### src/rtl/nonce_result_arbiter.sv
// Round-robin arbiter that snapshots golden-nonce results from PIPES miner pipes into a FIFO
// for the single host result path. Optional lost-result counter: NONCE_ARB_DROP_CNT_EN.
module nonce_result_arbiter #(
    parameter int unsigned PIPES = 4,
    parameter int unsigned DEPTH = 4,
    parameter int unsigned IW    = 3
) (
    input  logic                  clk,
    input  logic                  reset_n,
    input  logic [32*PIPES-1:0]   golden_nonce,
    input  logic [32*PIPES-1:0]   nonce2,
    input  logic [32*PIPES-1:0]   hash2,
    input  logic                  pop,
    output logic                  out_valid,
    output logic [95:0]           out_data,
    output logic [IW-1:0]         out_pipe,
    output logic [4:0]            fifo_count,
    output logic                  overrun,
    output logic [7:0]            drop_cnt
);

    localparam int unsigned AW = (DEPTH > 1) ? $clog2(DEPTH) : 1;
    localparam int unsigned PW = (PIPES > 1) ? $clog2(PIPES) : 1;
    localparam int unsigned EW = 96 + IW;

    // Asynchronous assert, synchronous deassert of the internal reset.
    logic rst_meta;
    logic rst_n;

    always_ff @(posedge clk or negedge reset_n) begin
        if (!reset_n) begin
            rst_meta <= 1'b0;
            rst_n    <= 1'b0;
        end else begin
            rst_meta <= 1'b1;
            rst_n    <= rst_meta;
        end
    end

    logic [31:0]       last_gn [PIPES];
    logic [95:0]       hold    [PIPES];
    logic [PIPES-1:0]  pending;
    logic [IW-1:0]     rr_ptr;
    logic [EW-1:0]     mem     [DEPTH];
    logic [AW-1:0]     wr_ptr;
    logic [AW-1:0]     rd_ptr;
    logic [4:0]        count;
    logic [EW-1:0]     head_q;

    logic [PIPES-1:0]  change;
    logic [PIPES-1:0]  grant_vec;
    logic [PIPES-1:0]  ovr_vec;
    logic              full;
    logic              grant;
    logic [PW-1:0]     gsel;
    logic [IW-1:0]     gidx;
    logic [IW-1:0]     rr_nxt;
    logic [PW-1:0]     idx;
    int unsigned       sum;
    logic [EW-1:0]     push_data;
    logic              do_pop;
    logic [AW-1:0]     rd_nxt;
    logic [EW-1:0]     head_d;

    always_comb begin
        change  = '0;
        ovr_vec = '0;
        for (int i = 0; i < PIPES; i++) begin
            change[i] = golden_nonce[32*i +: 32] != last_gn[i];
        end

        // First pending pipe at or after rr_ptr, wrapping mod PIPES.
        full  = (count == 5'(DEPTH));
        grant = 1'b0;
        gsel  = '0;
        idx   = '0;
        sum   = 0;
        for (int unsigned k = 0; k < PIPES; k++) begin
            sum = 32'(rr_ptr) + k;
            if (sum >= PIPES) sum = sum - PIPES;
            idx = PW'(sum);
            if (!grant && pending[idx]) begin
                grant = 1'b1;
                gsel  = idx;
            end
        end
        if (full) grant = 1'b0;

        gidx      = IW'(gsel);
        rr_nxt    = (32'(gsel) + 1 >= PIPES) ? '0 : IW'(32'(gsel) + 1);
        grant_vec = grant ? (PIPES'(1) << gsel) : '0;
        ovr_vec   = change & pending & ~grant_vec;
        push_data = {hold[gsel], gidx};
    end

    always_ff @(posedge clk or negedge rst_n) begin
        if (!rst_n) begin
            for (int i = 0; i < PIPES; i++) begin
                last_gn[i] <= '0;
                hold[i]    <= '0;
            end
            pending <= '0;
            rr_ptr  <= '0;
            overrun <= 1'b0;
        end else begin
            for (int i = 0; i < PIPES; i++) begin
                if (change[i]) begin
                    last_gn[i] <= golden_nonce[32*i +: 32];
                    hold[i]    <= {hash2[32*i +: 32], nonce2[32*i +: 32], golden_nonce[32*i +: 32]};
                    pending[i] <= 1'b1;
                end else if (grant_vec[i]) begin
                    pending[i] <= 1'b0;
                end
            end
            if (grant) rr_ptr <= rr_nxt;
            if (|ovr_vec) overrun <= 1'b1;
        end
    end

    // FIFO with a registered head that tracks the entry at rd_ptr.
    always_comb begin
        do_pop = pop && (count != 5'd0);
        rd_nxt = rd_ptr + AW'(1);
        head_d = head_q;
        if (do_pop) begin
            if (count >= 5'd2) head_d = mem[rd_nxt];
            else if (grant)    head_d = push_data;
        end else if (count == 5'd0 && grant) begin
            head_d = push_data;
        end
    end

    always_ff @(posedge clk) begin
        if (grant) mem[wr_ptr] <= push_data;
    end

    always_ff @(posedge clk or negedge rst_n) begin
        if (!rst_n) begin
            wr_ptr <= '0;
            rd_ptr <= '0;
            count  <= '0;
            head_q <= '0;
        end else begin
            if (grant)  wr_ptr <= wr_ptr + AW'(1);
            if (do_pop) rd_ptr <= rd_nxt;
            count  <= count + 5'(grant) - 5'(do_pop);
            head_q <= head_d;
        end
    end

    assign out_valid  = (count != 5'd0);
    assign out_data   = head_q[EW-1:IW];
    assign out_pipe   = head_q[IW-1:0];
    assign fifo_count = count;

`ifdef NONCE_ARB_DROP_CNT_EN
    logic [7:0]  wait_cnt [PIPES];
    logic [7:0]  drop_q;
    logic [7:0]  drop_d;
    logic        long_wait;
    int unsigned inc;
    int unsigned dsum;

    // One count per overwritten snapshot, plus one per cycle any pipe has waited >255 cycles.
    always_comb begin
        long_wait = 1'b0;
        inc       = 0;
        for (int i = 0; i < PIPES; i++) begin
            inc = inc + 32'(ovr_vec[i]);
            if (pending[i] && full && wait_cnt[i] == 8'hFF) long_wait = 1'b1;
        end
        inc    = inc + 32'(long_wait);
        dsum   = 32'(drop_q) + inc;
        drop_d = (dsum > 255) ? 8'hFF : 8'(dsum);
    end

    always_ff @(posedge clk or negedge rst_n) begin
        if (!rst_n) begin
            for (int i = 0; i < PIPES; i++) wait_cnt[i] <= '0;
            drop_q <= '0;
        end else begin
            for (int i = 0; i < PIPES; i++) begin
                if (pending[i] && full) begin
                    if (wait_cnt[i] != 8'hFF) wait_cnt[i] <= wait_cnt[i] + 8'd1;
                end else begin
                    wait_cnt[i] <= '0;
                end
            end
            drop_q <= drop_d;
        end
    end

    assign drop_cnt = drop_q;
`else
    assign drop_cnt = 8'd0;
`endif

endmodule

### config.mk
export PLATFORM = sky130hd
export DESIGN_NAME = nonce_result_arbiter
export DESIGN_NICKNAME = d
export VERILOG_FILES = /design/src/rtl/nonce_result_arbiter.sv
export SDC_FILE = /design/constraint.sdc
export NUM_CORES = 1
export LEC_CHECK = 0
export BUFFER_PORTS_ARGS = -buffer_cell sky130_fd_sc_hd__buf_2
export CAP_MARGIN = 20
export CORE_MARGIN = 1.5
export CORE_UTILIZATION = 60
export DETAILED_ROUTE_END_ITERATION = 7
export PLACE_DENSITY = 0.93
export SLEW_MARGIN = 20
export SYNTH_ARGS = -nofsm -noshare
export SYNTH_HDL_FRONTEND = slang
export SYNTH_SLANG_ARGS = --single-unit
export TNS_END_PERCENT = 50
### constraint.sdc
create_clock -name clk -period 26.5 [get_ports clk]
set_input_delay 1.325 -clock clk [delete_from_list [all_inputs] [get_ports clk]]
set_output_delay 1.325 -clock clk [all_outputs]
set_load 0.02 [all_outputs]
# ---- Yosys cells after proc, flatten, opt, wreduce, memory -nomap -nowiden
# Memory sizes are Yosys's and may differ from the RTL's.
# Index checks and enable logic that the tools add are counted.
dict set report op_classes {
  shift 1
  bitwise_logic 4
  eq_ne 6
  muxes 40
  reduce_logical 17
  n_lt_le_gt_ge 11
  n_addsub 12
}
# cell n
set ops {}
lappend ops {{2-to-1 mux 99 bit} 4}
lappend ops {{binary-select mux 96 bit (select 2 bit)} 1}
lappend ops {{2-to-1 mux 96 bit} 2}
lappend ops {{inequality test 32 bit} 4}
lappend ops {{>= comparator 32 x 3 -> 1 bit (second input constant)} 1}
lappend ops {{2-to-1 mux 1 bit} 19}
lappend ops {{2-to-1 mux 2 bit} 8}
lappend ops {{>= comparator 4 x 3 -> 1 bit (second input constant)} 3}
lappend ops {{less-than comparator 2 x 3 -> 1 bit (second input constant)} 4}
lappend ops {{nonzero test 2 bit} 5}
lappend ops {{adder 3 x 2 -> 4 bit (second input constant)} 2}
lappend ops {{AND 4 bit} 2}
lappend ops {{binary-select mux 1 bit (select 2 bit)} 4}
lappend ops {{subtractor 2 x 1 -> 2 bit (second input constant)} 4}
lappend ops {{>= comparator 3 bit (second input constant)} 2}
lappend ops {{adder 5 x 1 -> 5 bit} 1}
lappend ops {{== test 5 x 3 -> 1 bit (second input constant)} 1}
lappend ops {{>= comparator 5 x 2 -> 1 bit (second input constant)} 1}
lappend ops {{logical AND 1 bit} 5}
lappend ops {{zero test 5 bit} 1}
lappend ops {{nonzero test 5 bit} 1}
lappend ops {{subtractor 5 x 1 -> 5 bit} 1}
lappend ops {{adder 2 x 1 -> 2 bit (second input constant)} 2}
lappend ops {{adder 3 x 1 -> 4 bit (second input constant)} 1}
lappend ops {{other kinds (10)} 12}
dict set report totals {
  reg_bits 630
  output_inout_bits 114
  ramBits 392
  mem_count 1
  input_bits 387
}
# name depth width rd rd_clocked_by_memory_dff wr line_no
set memory_table {}
lappend memory_table {mem 4 98 1 0 1 44} ;# logic [EW-1:0] mem [DEPTH];

# ---- Logic depth before layout (Yosys ltp)
dict set report depth {
  depth_word 21
  mapped_depth 17
}

# ---- Worst setup path after synthesis
# OpenSTA, ideal clock, no wires.
dict set report synth_timing {
  kind {reg2reg}
  start {reg count[3] (netlist: fifo_count[3])}
  end {mem mem[0][0] in the netlist's numbering (enable)}
  path_slack_ps 22402
  setup_ps 468
  synth_period_minus_slack_ps 4098
  path_stages_with_launch 6
  t_arrival_ps 3630
  path_cell_list {dfrtp_1 -> inv_1 -> ha_1 -> a21oi_1 -> clkbuf_1 -> and2_1}
}
dict set report synth_between {
  elab_chain_len 4
}
# item line_no
set synth_lines {}
lappend synth_lines {{start, declared} 47} ;# logic [4:0] count;
lappend synth_lines {{start signal, assigned} 146} ;# count <= count + 5'(grant) - 5'(do_pop);
lappend synth_lines {{== test 5 x 3 -> 1 bit} 73} ;# full = (count == 5'(DEPTH));
lappend synth_lines {{2-to-1 mux 1 bit} 87} ;# if (full) grant = 1'b0;
lappend synth_lines {{2-to-1 mux 1 bit} 134} ;# if (grant) mem[wr_ptr] <= push_data;
lappend synth_lines {{2-to-1 mux 1 bit (implied by the code)} 134}
lappend synth_lines {{end, declared} 44}
# Every way passes these cells.

# ---- Final worst setup path
dict set report layout_timing {
  start {in golden_nonce[16]}
  end {reg hold[337] in the netlist's numbering}
}
dict set report layout_between {
  elab_chain_len 1
}
# item line_no
set layout_lines {}
lappend layout_lines {{start, declared} 10} ;# input logic [32*PIPES-1:0] golden_nonce,
lappend layout_lines {{inequality test 32 bit} 69} ;# change[i] = golden_nonce[32*i +: 32] != last_gn[i];
lappend layout_lines {{end signal, assigned by index} 109} ;# hold[i] <= {hash2[32*i +: 32], nonce2[32*i +: 32], golden_nonce[32*i +: 32]};
lappend layout_lines {{end, declared} 41} ;# logic [95:0] hold [PIPES];
# Every way passes these cells.
# A chain may end at the register's enable or synchronous reset.

==> impl_metrics.toml <==
[status]
status = "complete, no violations"

[timing]
timing.final.crit_share = 0.148
finalMaxSlewViolations = 0
rsz0062_at_grt = "false"
max_slew_margin = 0.237
setup_tns_ns = 0
hold_viol = 0
setup_violations = 0
clock.fmax_mhz = 255
finClkSkew_ns = 0.0276
finalCriticalPeriod_ns = 3.92
worstMarginPinSlew_ns = 1.14

[logic_synthesis]
synth-warning-count = 0
synth_edf_count = 392
syn_area_mm2 = 0.0369
synth-seq-area-share = 0.658
synth_area_per_cell_um2 = 16.3
syn_inst = 2266
synth_cell_types = 40
ys_seq_elements = 892
ys.flop_type = "dfrtp_1"
synthArstFlopShare = 0.561

[worst_setup_path]
r2r_start = "rr_ptr[1]"
worst-r2r-setup-slack_ns = 22.78
cp.arrival_ns = 4.43
slowest_stage = "nor4_1"
critical_path_buf_inv_count = 2
crit_cells = 7
critPathKind = "in -> reg"
cp_max_fo = 46
reg2regPathDepth = 7
cpPeakStageDelay_ns = 0.84
path_cells = "buf_2, xnor2_1, nand4_1, nor4_1, nand2_4, buf_4, mux2_2"
crit_path_start = "golden_nonce[16]"
crit_path_end_kind = "flip-flop"
reg2reg_to = "mem[1][96]"
cp-endpoint = "hold[337]"
critical_path.top_delay_family = "simple AND/OR/NAND/NOR gates"
cp-start-kind = "primary input"
cp.required_ns = 27.01

[drt]
vias = 22800
antenna_left = 0
wl_um = 99100
dr.pass1.iters = 6
drc = 0
viasPerCell = 6.53
wire_per_inst_um = 28.4
drtIter0Drc = 2378

[final_layout]
final-seq-area_mm2 = 0.0243
fin_nets = 3027
nFillCells = 3578
area_growth_pct = 16.2
layoutNonFillerInstCount = 3487
drive_gt1_frac = 0.388
multi_input_area_mm2 = 0.0116
fin_util = 0.708

[global_route]
grt.busiest_layer = "met2"
grt_util_met1 = 0.411
grt_pass1_vias = 24400
grtUsageMet3 = 0.0623
antenna_found_initial = 11
grt_pass1_wl_um = 150000
grt_use_met2 = 0.528
grt-ovfl-total = 0
grt_use_total = 0.317
grt_max_degree = 82

[clock_tree]
holdBufCountCts = 0
path_clk_slew_ns = 0.06
clockRootBuffer = "clkbuf_16"
htreeDepth = 3
post-cts-setup-buffers = 0
cts.sinks = 892
cts_made_buffers = 89
insertion_delay_ns = 0.66
ctsLongestPathBuffers = 3
cts_tree = "built"
cts_resized = 0

[floorplanning]
coreArea_mm2 = 0.0606
die_h_um = 251
initial_core_util = 0.610
die_x_um = 251
io_pins = 501
rows = 90
fp.dieArea_mm2 = 0.0630

[placement]
gp_congestion = 0.890
place_inst = 3312
dp_hpwl_um = 60700
io_buffers = 491

[min_path]
hold_class = "reg -> async"

[run]
maxCapViolations = 0

[power_and_ir_drop]
p_leak_nw = 17.5
power_density_mw_per_mm2 = 123
peakVddDrop_mv = 0.0785
## synth_stat cells, drive strengths merged (2+ instances only)
library cell | instances | area, µm²
nand2 | 15 | 56.3
xnor2 | 130 | 1140
inv | 17 | 63.8
dfrtp | 500 | 12500
mux4 | 98 | 2210
a21o | 4 | 30.0
a221oi | 82 | 718
ha | 17 | 213
nor3 | 3 | 31.3
clkbuf | 197 | 739
a21oi | 8 | 40.0
a22oi | 15 | 113
nor2 | 11 | 41.3
o22ai | 83 | 519
mux2 | 257 | 2890
conb | 2 | 7.51
nor4 | 9 | 56.3
buf | 64 | 358
o21ai | 3 | 15.0
mux2i | 289 | 2890
edfxtp | 392 | 11800
xor2 | 4 | 35.0
and2 | 6 | 37.5
o221ai | 15 | 131
nand4 | 33 | 206
nand3 | 3 | 15.0
## layout by cell type, fill, tap and decap left out, drive strengths merged, types with 9 or more instances in the layout
master / count
nand2: 15
mux4: 98
dfrtp: 500
edfxtp: 392
clkinv: 15
nor2: 11
inv: 26
a221oi: 82
o221ai: 15
conb: 10
mux2: 257
a22oi: 15
bufinv: 9
nand4: 33
ha: 17
clkbuf: 132
xnor2: 130
o22ai: 83
nor4: 9
mux2i: 289
buf: 518
## report_power, final
part	internal (mW)	leakage (nW)	switching [mW]
registers	2.05	9.45	0.192
clock network	0.817	1.60	0.548
logic	0.646	6.50	1.03
## sequential cells by signal (all words and copies together) (netlist names)
signal,count
mem,392
hold,260
last_gn,124
head_q,98
fifo_count,5
pending,4
rd_ptr,2
rr_ptr,2
wr_ptr,2
overrun,1
rst_meta,1
rst_n,1
## cell families (layout without fill, tap and decap cells)
| kind of cell | Yosys count | in the layout | synth area share |
|---|---|---|---|
| multiplexers | 644 | 644 | 0.216 |
| flip-flops | 892 | 892 | 0.658 |
| AND/OR/NAND/NOR | 83 | 83 | 0.0126 |
| other | 2 | 16 | 0.000203 |
| adder cells (fa/ha/maj) | 18 | 18 | 0.00630 |
| AO/OA/AOI/OAI | 215 | 215 | 0.0436 |
| XOR/XNOR | 134 | 134 | 0.0318 |
| buffers and inverters | 278 | 703 | 0.0314 |
## per-stage QoR
step           cell area (µm²)  power, mW  hold slack (ns)  setup slack, ns
6_report                 42900       5.29            0.240            22.58
5_1_grt                  42900       5.46            0.281            22.58
4_1_cts                  42900       5.28            0.362            22.38
3_5_place_dp             39600       3.89            0.336            22.09
3_3_place_gp             39600       3.79            0.339            22.10
2_1_floorplan            37000       3.36            0.331            11.53
## worst min path at each step
stage	to	slack [ns]
2_1_floorplan	rst_n	0.33
3_3_place_gp	rst_n	0.34
3_5_place_dp	rst_n	0.34
4_1_cts	rst_n	0.36
5_1_grt	hold[177]	0.28
6_report	hold[177]	0.24
## cell type report
cell class                 count  share of cell area
sequential                   892               0.566
multi-input combinational   1104               0.271
clock buffer                 132              0.0644
timing repair buffer         518              0.0629
tap                          782              0.0228
clock inverter                36              0.0110
inverter                      17             0.00160
antenna                        6            0.000350
## layer usage
layer | share of wire | wire length, µm | vias up
met5 | 0.00098 | 97 | -
met4 | 0.040 | 3960 | 16
met3 | 0.090 | 8930 | 274
met2 | 0.50 | 49700 | 1455
met1 | 0.37 | 36400 | 11800
li1 | - | - | 9254
Note: power is estimated with default switching activity, not from simulation.
